**src/rtl/cd_tx_pages_ctrl.sv**
```systemverilog
// rtl/cd_tx_pages_ctrl.sv - CDBUS tx page scheduler: FIFO of written pages presented to the byte reader.
// Optional feature macro: CD_TX_RETRY_EN (re-send aborted frames up to RETRY_MAX times).
module cd_tx_pages_ctrl #(
  parameter int PAGE_NUM = 2,
  parameter int PW = $clog2(PAGE_NUM)
`ifdef CD_TX_RETRY_EN
  , parameter int RETRY_MAX = 3
`endif
) (
  input  logic          clk,
  input  logic          reset,
  input  logic          cpu_switch,
  input  logic          cpu_flush,
  input  logic [7:0]    gap_len,
  output logic [PW-1:0] cpu_wr_page,
  output logic          has_free,
  output logic          switch_err,
  output logic [PW-1:0] rd_page,
  output logic          ram_unread,
  input  logic          ram_rd_done,
  input  logic          tx_abort,
  output logic          tx_done,
  output logic          tx_fail
);

  typedef enum logic [1:0] {IDLE, ACTIVE, GAP} state_t;

  localparam logic [PW:0] CNT_LAST = (PW+1)'(PAGE_NUM - 1);

  state_t        state;
  logic [PW-1:0] wr_ptr;
  logic [PW-1:0] rd_ptr;
  logic [PW:0]   cnt;
  logic [7:0]    gap_cnt;
  logic          abort_seen;

  logic          sw_ok;
  logic          frame_end;
  logic          aborted;
  logic          retry;
  logic          free;
  logic [7:0]    gap_load;

  assign cpu_wr_page = wr_ptr;
  assign rd_page     = rd_ptr;
  assign has_free    = (cnt < CNT_LAST);

  assign sw_ok     = cpu_switch & has_free & ~cpu_flush;
  assign frame_end = (state == ACTIVE) & ram_rd_done & ~cpu_flush;
  // An abort in the very cycle of ram_rd_done still counts against the frame.
  assign aborted   = abort_seen | tx_abort;
  assign free      = frame_end & ~retry;
  assign gap_load  = (gap_len == 8'd0) ? 8'd1 : gap_len;

`ifdef CD_TX_RETRY_EN
  localparam int RW = $clog2(RETRY_MAX + 1);

  logic [RW-1:0] retry_cnt;

  assign retry = aborted & (retry_cnt < RW'(RETRY_MAX));

  always_ff @(posedge clk or posedge reset) begin
    if (reset) begin
      retry_cnt <= '0;
    end else if (cpu_flush) begin
      retry_cnt <= '0;
    end else if (frame_end) begin
      retry_cnt <= retry ? retry_cnt + RW'(1) : '0;
    end
  end
`else
  assign retry = 1'b0;
`endif

  always_ff @(posedge clk or posedge reset) begin
    if (reset) begin
      state      <= IDLE;
      wr_ptr     <= '0;
      rd_ptr     <= '0;
      cnt        <= '0;
      gap_cnt    <= '0;
      abort_seen <= 1'b0;
      ram_unread <= 1'b0;
      switch_err <= 1'b0;
      tx_done    <= 1'b0;
      tx_fail    <= 1'b0;
    end else begin
      switch_err <= cpu_switch & ~has_free & ~cpu_flush;
      tx_done    <= frame_end & ~aborted;
      tx_fail    <= free & aborted;
      if (sw_ok)
        wr_ptr <= wr_ptr + PW'(1);
      if (cpu_flush) begin
        rd_ptr     <= wr_ptr;
        cnt        <= '0;
        ram_unread <= 1'b0;
        abort_seen <= 1'b0;
        gap_cnt    <= gap_load;
        state      <= (state == ACTIVE) ? GAP : IDLE;
      end else begin
        if (free)
          rd_ptr <= rd_ptr + PW'(1);
        cnt <= cnt + (PW+1)'(sw_ok) - (PW+1)'(free);
        case (state)
          IDLE: begin
            if (cnt != '0 || sw_ok) begin
              state      <= ACTIVE;
              ram_unread <= 1'b1;
            end
          end
          ACTIVE: begin
            if (tx_abort)
              abort_seen <= 1'b1;
            if (ram_rd_done) begin
              ram_unread <= 1'b0;
              abort_seen <= 1'b0;
              gap_cnt    <= gap_load;
              state      <= GAP;
            end
          end
          GAP: begin
            gap_cnt <= gap_cnt - 8'd1;
            if (gap_cnt <= 8'd1)
              state <= IDLE;
          end
          default: state <= IDLE;
        endcase
      end
    end
  end

endmodule

```
**config.mk**
```make
export PLATFORM = sky130hd
export DESIGN_NAME = cd_tx_pages_ctrl
export DESIGN_NICKNAME = d
export VERILOG_FILES = /design/src/rtl/cd_tx_pages_ctrl.sv
export SDC_FILE = /design/constraint.sdc
export NUM_CORES = 1
export LEC_CHECK = 0
export ABC_AREA = 1
export BUFFER_PORTS_ARGS = -buffer_cell sky130_fd_sc_hd__buf_2
export CAP_MARGIN = 20
export CORE_MARGIN = 1.5
export CORE_UTILIZATION = 45
export CTS_CLUSTER_DIAMETER = 80
export DETAILED_ROUTE_END_ITERATION = 16
export PLACE_DENSITY = 0.78
export RECOVER_POWER = 50
export SLEW_MARGIN = 20
export SYNTH_ARGS = -nofsm -noshare
export SYNTH_HDL_FRONTEND = slang
export SYNTH_SLANG_ARGS = --single-unit
export TNS_END_PERCENT = 1
```
**constraint.sdc**
```tcl
create_clock -name clk -period 1.35 [get_ports clk]
set_input_delay 0.0675 -clock clk [delete_from_list [all_inputs] [get_ports clk]]
set_output_delay 0.0675 -clock clk [all_outputs]
set_load 0.02 [all_outputs]
```
==> flow_summary.toml, run 1 <==
[grt]
grt_usage_pct = 20.1
grt_pass1_wl_um = 4250
antenna_found_initial = 0
grt_pass1_vias = 1033
grt_max_degree = 20
gr-total-overflow = 0

[floorplanning]
rows = 18
core-area_sq_um = 2480
die-area_sq_um = 2930
die_h_um = 54.1
num_io_pins = 21
start_util_pct = 47.4
die_w_um = 54.1

[sta]
hold_violations = 0
clock-skew-final_ns = 0.00793
fmax_mhz = 686
post-route-min-period_ns = 1.46
slew-limit-headroom_pct = 67.8
fin_crit_sh_pct = 108
slew_viol_final = 0
fin_ws_ns = -0.108
setup_violations = 8
worst_pin_slew_ns = 0.482
rsz0062_at_grt = "yes"

[final_layout]
drive_gt1_share_pct = 29.6
multi_input_area_sq_um = 639
nFillCells = 221
area_growth_pct = 29.2
insertedDiodeCount = 0
final_cells = 233
finish.net_count = 222
seqCellArea_sq_um = 475

[yosys]
yosysSeqAreaShare_pct = 40.5
syn_area_per_cell_sq_um = 7.21
yosys.area_share.simple_pct = 37.8
synth-seq-cells = 19
yosys_warnings = 0
synth_top_family_by_area = "simple AND/OR/NAND/NOR gates"
synthMuxAreaShare_pct = 0
syn_inst = 163
synthAdderAreaFrac_pct = 4.26
synthXorXnorAreaFrac_pct = 2.24
synth_fp_nets = 181
ys_types = 22
synth_compound_area_share_pct = 4.37
synth.cell_area_sq_um = 1170

[placement]
place_congestion = 0.852
hpwl_um = 1900
io_buffers = 20
place_ws_ns = -0.147
numPlacedInstances = 224

[routing]
drtIter0Drc = 26
wl_um = 2580
dr.pass1.iters = 4
drcViolationCount = 0
via_count = 1130
ant_nets = 0
via_per_inst = 4.85
wl_per_cell_um = 11.1

[critical_path]
rrSetupSlack_ns = -0.11
startpoint = "state[0]"
r2r_cells = 9
start_kind = "flop"
critPathCaptureType = "flop"
required_ns = 1.53
worst-path-stages = 9
worst-path-buf-inv = 2
critPathMaxStageDelay_ns = 0.38
crit_type = "flop to flop"
crit_family = "flip-flops"
r2r-start = "state[0]"
r2r_end = "cnt[1]"
endpoint = "cnt[1]"
slowest_stage = "dfrtp_1"
worst_ep_arrival_time_ns = 1.64
path_cells = "inv_2 > nor2_4 > nand2_4 > nor2_4 > ha_4 > inv_2 > ha_4 > xor2_1 > nor2_1"
critPathMaxFanout = 2

[clock_network]
htreeDepth = 1
numCtsBuffers = 3
clkTransAtPathRegs_ns = 0.11
cts_tree = "done"
root_buffer = "clkbuf_4"
clock_path_buffers = 2
cts_sinks = 19
clkLatencyLatePin_ns = 0.30

[status]
status = "complete, but fails checks"
violations = "setup timing"

[power]
peakVddDrop_mv = 1.03
leakage_nw = 0.848
p_per_area_nw_per_um2 = 1760

[min_path]
min_path_type = "input pin to flop"

[run]
drv_cap = 0
## report_power, final
part / switching (mW) / internal [mW]
logic: 0.801 / 0.612
registers: 0.198 / 0.774
clock network: 0.179 / 0.115
## worst min-delay path: stages
cell and delay (ns):
buf_2 0.11, inv_1 0.07, nor3_1 0.05
## layout by cell type (no fill, tap or decap)
cell type and instances:
o21ai_2 1, dfrtp_1 19, xnor2_1 2, nand4_1 4, nor2_4 3, xor2_1 1, or2_2 1, dlygate4sd3_1 2
nand2_1 52, clkbuf_1 1, nand3_1 11, clkbuf_2 1, o211ai_1 1, ha_4 3, buf_4 16, buf_2 20
nand2_4 2, o21ai_0 6, nand3_2 1, nor2_1 16, inv_2 5, nor3_1 6, ha_1 1, nor2_2 2
clkbuf_4 3, nand3_4 1, inv_1 20, nand2_2 1, o21ai_1 1
## Yosys cell counts
| cell | n | area share (%) |
|---|---|---|
| or2_2 | 1 | 0.53 |
| inv_2 | 2 | 0.64 |
| o21ai_0 | 6 | 2.6 |
| nor2_1 | 17 | 5.4 |
| xnor2_1 | 2 | 1.5 |
| buf_6 | 3 | 2.9 |
| nor2_4 | 1 | 0.96 |
| nand3_1 | 12 | 5.1 |
| xor2_1 | 1 | 0.75 |
| nor2_2 | 3 | 1.6 |
| nand3_2 | 1 | 0.85 |
| nor3_1 | 6 | 2.6 |
| nand2_4 | 1 | 0.96 |
| nand2_2 | 2 | 1.1 |
| nand2_1 | 52 | 17 |
| nand4_1 | 4 | 2.1 |
| o211ai_1 | 1 | 0.64 |
| inv_1 | 23 | 7.3 |
| o21ai_1 | 1 | 0.43 |
| o21ai_2 | 1 | 0.75 |
| ha_1 | 4 | 4.3 |
| dfrtp_1 | 19 | 40 |
## layer usage
layer | global-route usage, % | wire length [um] | vias up
li1 | - | - | 590
met1 | 25.5 | 1130 | 519
met2 | 33.5 | 1330 | 15
met3 | 3.33 | 76 | 6
met4 | 8.75 | 47 | 0
met5 | 0 | 0 | -
## repair_timing
action,CTS,global route
endpoints found under the hold margin,20,0
setup buffers,2,1
hold buffers,2,0
pin swaps,4,2
endpoints found under the setup margin,6,11
resized for setup,6,5
## cell families after synthesis
logic type	after synthesis
AOI/OAI and AO/OA	9
xor gates and xnor gates	3
adders and majority gates	4
buffers and inverters	28
DFF	19
and+or+nand+nor	100
## registers in the layout, indices dropped and copies added, names as in the netlist
register,cells
cpu_wr_page,1
tx_fail,1
tx_done,1
abort_seen,1
ram_unread,1
gap_cnt,8
switch_err,1
cnt,2
state,2
rd_page,1
## how the worst min path moves through the flow
stage | cells after the start | startpoint | endpoint | slack, ns
2_1_floorplan | 1 | reset | abort_seen | 0.02
3_3_place_gp | 3 | reset | gap_cnt[4] | 0.10
3_5_place_dp | 3 | reset | gap_cnt[4] | 0.11
4_1_cts | 3 | cpu_switch | switch_err | 0.03
5_1_grt | 3 | cpu_switch | switch_err | 0.04
6_report | 3 | cpu_switch | switch_err | 0.04
## stage by stage
stage	instance area, sq um	power, mW	util (%)	TNS, ns	hold WS [ns]
after global routing	1520	2.91	61.3	-1.32	0.0372
after CTS	1490	2.59	60.1	-0.347	0.0272
after global placement	1400	2.17	56.4	-0.0847	0.103
after detailed placement	1400	2.22	56.4	-0.294	0.107
after floorplan	1190	1.81	-	-0.231	0.0186
final	1520	2.68	61.3	-0.546	0.0411
## area by class of cell
cell class,count,area share (%)
Clock buffer,4,1.73
Inverter,25,6.18
Multi-Input combinational cell,116,42.1
Sequential cell,19,31.3
Tap cell,30,2.47
Timing Repair Buffer,39,16.2
(Power assumes the default switching activity.)
==> inputs of run 2 (changes only) <==
Settings changed: BUFFER_PORTS_ARGS -buffer_cell sky130_fd_sc_hd__buf_2 to unset, CTS_BUF_LIST set to sky130_fd_sc_hd__clkbuf_2, DONT_BUFFER_PORTS set to 1, PLACE_DENSITY 0.78 to unset.
==> flow_summary.toml, run 2 (same netlist as run 1, synthesis figures left out) <==
[critical_path]
worst-path-buf-inv = 2
slowest_stage = "dfrtp_1"
critPathMaxStageDelay_ns = 0.40
start_kind = "flop"
critPathCaptureType = "flop"
path_cells = "inv_2 > nor2_4 > nand2_4 > nor2_4 > ha_4 > inv_2 > ha_4 > xor2_1 > nor2_1"
crit_family = "flip-flops"
critPathMaxFanout = 2
rrSetupSlack_ns = -0.07
required_ns = 1.57
worst_ep_arrival_time_ns = 1.64
crit_type = "flop to flop"

[sta]
slew_viol_final = 0
fin_ws_ns = -0.0674
fmax_mhz = 705
worst_pin_slew_ns = 0.614
hold_violations = 6
post-route-min-period_ns = 1.42
setup_violations = 2
rsz0062_at_grt = "yes"
holdWs_ns = -0.206
clock-skew-final_ns = 0.00235
slew-limit-headroom_pct = 59.1
fin_crit_sh_pct = 105

[clock_network]
clkTransAtPathRegs_ns = 0.17
clock_path_buffers = 2
cts_tree = "done"
cts_sinks = 19
numCtsBuffers = 3
root_buffer = "clkbuf_2"
clkLatencyLatePin_ns = 0.31
hold_buffers = 10
htreeDepth = 1

[final_layout]
insertedDiodeCount = 0
final_cells = 222
nFillCells = 235
top_register = "gap_cnt"
final_common_cell = "nand2_1"
fin_area_sq_um = 1540
area_growth_pct = 30.8
top_regs = "gap_cnt x8, cnt x2, state x2"
final_core_util_pct = 62.0
largest_reg_flops = 8
mostFrequentLayoutCells = "nand2_1 (51), inv_1 (20), dfrtp_1 (19)"
finish.net_count = 211
drive_gt1_share_pct = 24.5

[placement]
io_buffers = 0
hpwl_um = 1910
place_congestion = 0.882
placed_area_sq_um = 1300
numPlacedInstances = 204
place_ws_ns = -0.108

[routing]
wl_per_cell_um = 12.1
ant_nets = 0
via_count = 1138
wl_um = 2700
drcViolationCount = 0
via_per_inst = 5.13
dr.pass1.iters = 4
drtIter0Drc = 16

[power]
peakVddDrop_mv = 1.09
p_per_area_nw_per_um2 = 1720
leakage_nw = 0.826

[status]
status = "complete, but fails checks"
violations = "hold timing, setup timing"

[grt]
grt_pass1_vias = 1004
grt_pass1_wl_um = 4420
grt_max_degree = 13
grt_usage_pct = 21.2
antenna_found_initial = 0
gr-total-overflow = 0

[min_path]
min_path_type = "input pin to flop"

[floorplanning]
die_h_um = 54.1
die-area_sq_um = 2930
start_util_pct = 47.4
num_io_pins = 21
die_w_um = 54.1
rows = 18
core-area_sq_um = 2480

[run]
drv_cap = 0
-- run 2: area by class of cell --
class                           count  area (sq um)  area share [%]
Multi-Input combinational cell    116           672            43.7
Sequential cell                    19           475            30.9
Timing Repair Buffer               28           238            15.5
Inverter                           25          93.8            6.11
Tap cell                           30          37.5            2.44
Clock buffer                        4          20.0            1.30
-- run 2: worst paths after layout --
kind	startpoint	end	cells after the start
max	state[0]	cnt[1]	9
min	cpu_flush	cnt[0]	1
max reg2reg	state[0]	cnt[1]	9
min reg2reg	abort_seen	tx_done	1
max in group asynchronous	reset	state[1]	3
min in group asynchronous	reset	tx_done	2
-- run 2: through the flow --
| stage | total power, mW | setup TNS [ns] |
|---|---|---|
| CTS | 2.50 | -0.136 |
| finish | 2.64 | -0.0908 |
| global route | 2.88 | -0.377 |
| global placement | 2.12 | -0.119 |
| detailed placement | 2.15 | -0.257 |
| floorplan | 1.81 | -0.231 |
-- run 2: worst reg2reg max path: stages, from the launching register on --
cell,delay (ns)
dfrtp_1,0.40
inv_2,0.06
nor2_4,0.12
nand2_4,0.07
nor2_4,0.11
ha_4,0.21
inv_2,0.06
ha_4,0.11
xor2_1,0.14
nor2_1,0.06
-- run 2: timing repair --
| item | 4_1_cts | 5_1_grt |
|---|---|---|
| resized for setup | 8 | 16 |
| endpoints found under the setup margin | 8 | 12 |
| setup buffers | 2 | 2 |
| pin swaps | 6 | 6 |
| hold endpoints to repair | 34 | 7 |
-- run 2: metal layers --
layer / share of wire, % / routed length [um] / global-route usage (%) / up-vias
met4: 1.2 / 33 / 5.83 / 0
met5: 0 / 0 / 0 / -
met1: 45 / 1220 / 27.7 / 539
li1: - / - / - / 566
met3: 4.7 / 127 / 5.28 / 7
met2: 49 / 1310 / 34.8 / 26
-- run 2: power by group --
group	leakage, nW	internal (mW)	switching (mW)
Clock	0.0166	0.0785	0.170
Combinational	0.570	0.588	0.752
Sequential	0.240	0.772	0.276
==> inputs of run 3 (changes only) <==
Settings changed: ABC_AREA 1 to unset.
==> flow_summary.toml, run 3 <==
[min_path]
min_path_type = "input pin to flop"
worstHoldStart = "cpu_flush"
holdPathEnd = "cnt[1]"
worstHoldPathCells = 1

[clock_network]
cts_tree = "done"
cts_sinks = 19
clock_path_buffers = 2
root_buffer = "clkbuf_2"
clkLatencyLatePin_ns = 0.30
numCtsBuffers = 3
htreeDepth = 1
hold_buffers = 10
clkTransAtPathRegs_ns = 0.18

[yosys]
synth_top_cell_area_share_pct = 46.6
ys_types = 35
syn_inst = 108
yosysSeqAreaShare_pct = 46.6
synthMostInstantiatedCell = "dfrtp_1"
synthArstFlopShare_pct = 100
synth.cell_area_sq_um = 1020
synth.area.top_cells = "dfrtp_1 (47%), ha_1 (4.9%), o21ai_0 (4.9%)"
synth_common_cells = "dfrtp_1 (19), nor2_1 (10), o21ai_0 (10)"
synth_flop_cell = "dfrtp_1"
synth-seq-cells = 19
synth_fp_nets = 126
synth_top_cell_by_area = "dfrtp_1"
syn_area_per_cell_sq_um = 9.45
synth_edf_count = 0
yosys_warnings = 0

[floorplanning]
die_w_um = 50.6
rows = 17
start_util_pct = 47.1
core-area_sq_um = 2170
die_h_um = 50.6
num_io_pins = 21
die-area_sq_um = 2560

[critical_path]
r2r_end = "cnt[1]"
crit_type = "flop to flop"
start_kind = "flop"
r2r_cells = 8
critPathCaptureType = "flop"
rrSetupSlack_ns = -0.30
critPathMaxFanout = 2
worst_ep_arrival_time_ns = 1.87
r2r-start = "cnt[1]"
required_ns = 1.57

[sta]
post-route-min-period_ns = 1.65
holdWs_ns = -0.206
slew-limit-headroom_pct = 31.2
hold_violations = 7
rsz0062_at_grt = "yes"
worst_pin_slew_ns = 1.03
fmax_mhz = 606
fin_ws_ns = -0.301
slew_viol_final = 0
fin_setup_tns_ns = -1.60
setup_violations = 11
clock-skew-final_ns = 0.00985
fin_crit_sh_pct = 122

[power]
p_seq_share_pct = 42.3
peakVddDrop_mv = 0.876
p_sw_mw = 0.870
p_int_mw = 1.31
p_per_area_nw_per_um2 = 1540
leakage_nw = 0.649
p_sw_share_pct = 39.8
combPwrFrac_pct = 46.4
pwr-share-clk_pct = 11.4

[final_layout]
nFillCells = 183
top_regs = "gap_cnt x8, cnt x2, state x2"
top_register = "gap_cnt"
final_cells = 169
largest_reg_flops = 8
mostFrequentLayoutCells = "buf_4 (20), dfrtp_1 (18), dlygate4sd3_1 (10)"
drive_gt1_share_pct = 30.5
area_growth_pct = 39.0
final_common_cell = "buf_4"
finish.net_count = 160
insertedDiodeCount = 0

[placement]
place_congestion = 0.798
hpwl_um = 1710
io_buffers = 0
numPlacedInstances = 152
place_ws_ns = -0.245

[routing]
dr.pass1.iters = 4
wl_per_cell_um = 15.0
via_count = 944
wl_um = 2540
ant_nets = 0
drtIter0Drc = 29
drcViolationCount = 0
via_per_inst = 5.59

[status]
violations = "hold timing, setup timing"
status = "complete, but fails checks"

[grt]
grt_usage_pct = 21.6
grt_pass1_wl_um = 4130
grt_pass1_vias = 949
antenna_found_initial = 0
grt_max_degree = 20
gr-total-overflow = 0

[run]
drv_cap = 0
-- run 3: cell types whose count changed in the layout (fill, tap and decap cells not counted), moves of 3 or more --
cell     before  now
a21oi_1       0    7
nand4_1       4    1
nor2_1       12    8
nor2_2        4    0
nand2_1      51    5
nor2_4        5    2
buf_4        16   20
nand2_4       3    0
inv_2         5    1
nand3_1      11    4
inv_1        20    6
-- run 3: cell families (layout without fill, tap and decap cells) --
| logic type | after synthesis | after routing | share of synthesized area [%] |
|---|---|---|---|
| compound gates | 32 | 32 | 19.4 |
| xor+xnor | 5 | 5 | 4.29 |
| fa+ha+maj | 4 | 4 | 4.90 |
| buf+inv | 10 | 43 | 4.41 |
| flops | 19 | 19 | 46.6 |
| simple gates | 38 | 38 | 20.5 |
-- run 3: per-stage QoR --
step	power [mW]	utilization (%)	cell area, sq um
4_1_cts	2.11	62.5	1360
6_report	2.18	65.4	1420
3_5_place_dp	1.78	55.4	1200
2_1_floorplan	1.45	-	1040
3_3_place_gp	1.74	55.4	1200
5_1_grt	2.34	65.4	1420
-- run 3: worst max-delay path by stage --
stage / slack (ns) / startpoint / endpoint / cells after the start
6_report: -0.30 / cnt[1] / cnt[1] / 8
5_1_grt: -0.36 / cnt[1] / cnt[1] / 8
4_1_cts: -0.26 / cnt[1] / cnt[1] / 8
3_5_place_dp: -0.24 / cnt[0] / cnt[1] / 8
3_3_place_gp: -0.22 / state[1] / cnt[1] / 8
2_1_floorplan: -0.30 / cnt[0] / cnt[1] / 8
-- run 3: layout make-up --
cell class | count | area [sq um] | share of cell area [%]
inverters | 7 | 26.3 | 1.85
flip-flops and latches | 19 | 477 | 33.6
repair buffers | 32 | 265 | 18.7
clock buffers | 4 | 20.0 | 1.41
well taps | 28 | 35.0 | 2.47
multi-input cells | 79 | 596 | 42.0
-- run 3: timing repair --
item,4_1_cts,5_1_grt
endpoints found under the setup margin,12,13
pin swaps,4,7
gates resized for setup,12,12
hold endpoints to repair,36,8
setup buffers,1,2
-- run 3: critical path, stage by stage, from the launching register on --
cell and delay (ns):
dfrtp_1 0.45, nor2_4 0.15, nand3_4 0.09, ha_4 0.27
inv_2 0.04, ha_4 0.15, xor2_1 0.16, xnor2_1 0.18
nor2_1 0.07
-- run 3: per-layer routing --
metal	GRT usage, %	vias to the layer above	part of all wire, %
met4	7.66	0	0.31
met5	0	-	0
met2	36.0	19	50
met3	4.17	2	3.7
met1	27.8	464	46
li1	-	459	-
-- run 3: power by group through the flow --
stage	sequential [mW]	clock [mW]	combinational [mW]
6_report	0.923	0.248	1.01
3_5_place_dp	0.930	0	0.846
5_1_grt	0.943	0.283	1.12
4_1_cts	0.921	0.256	0.935
3_3_place_gp	0.924	0	0.821
2_1_floorplan	0.939	0	0.512
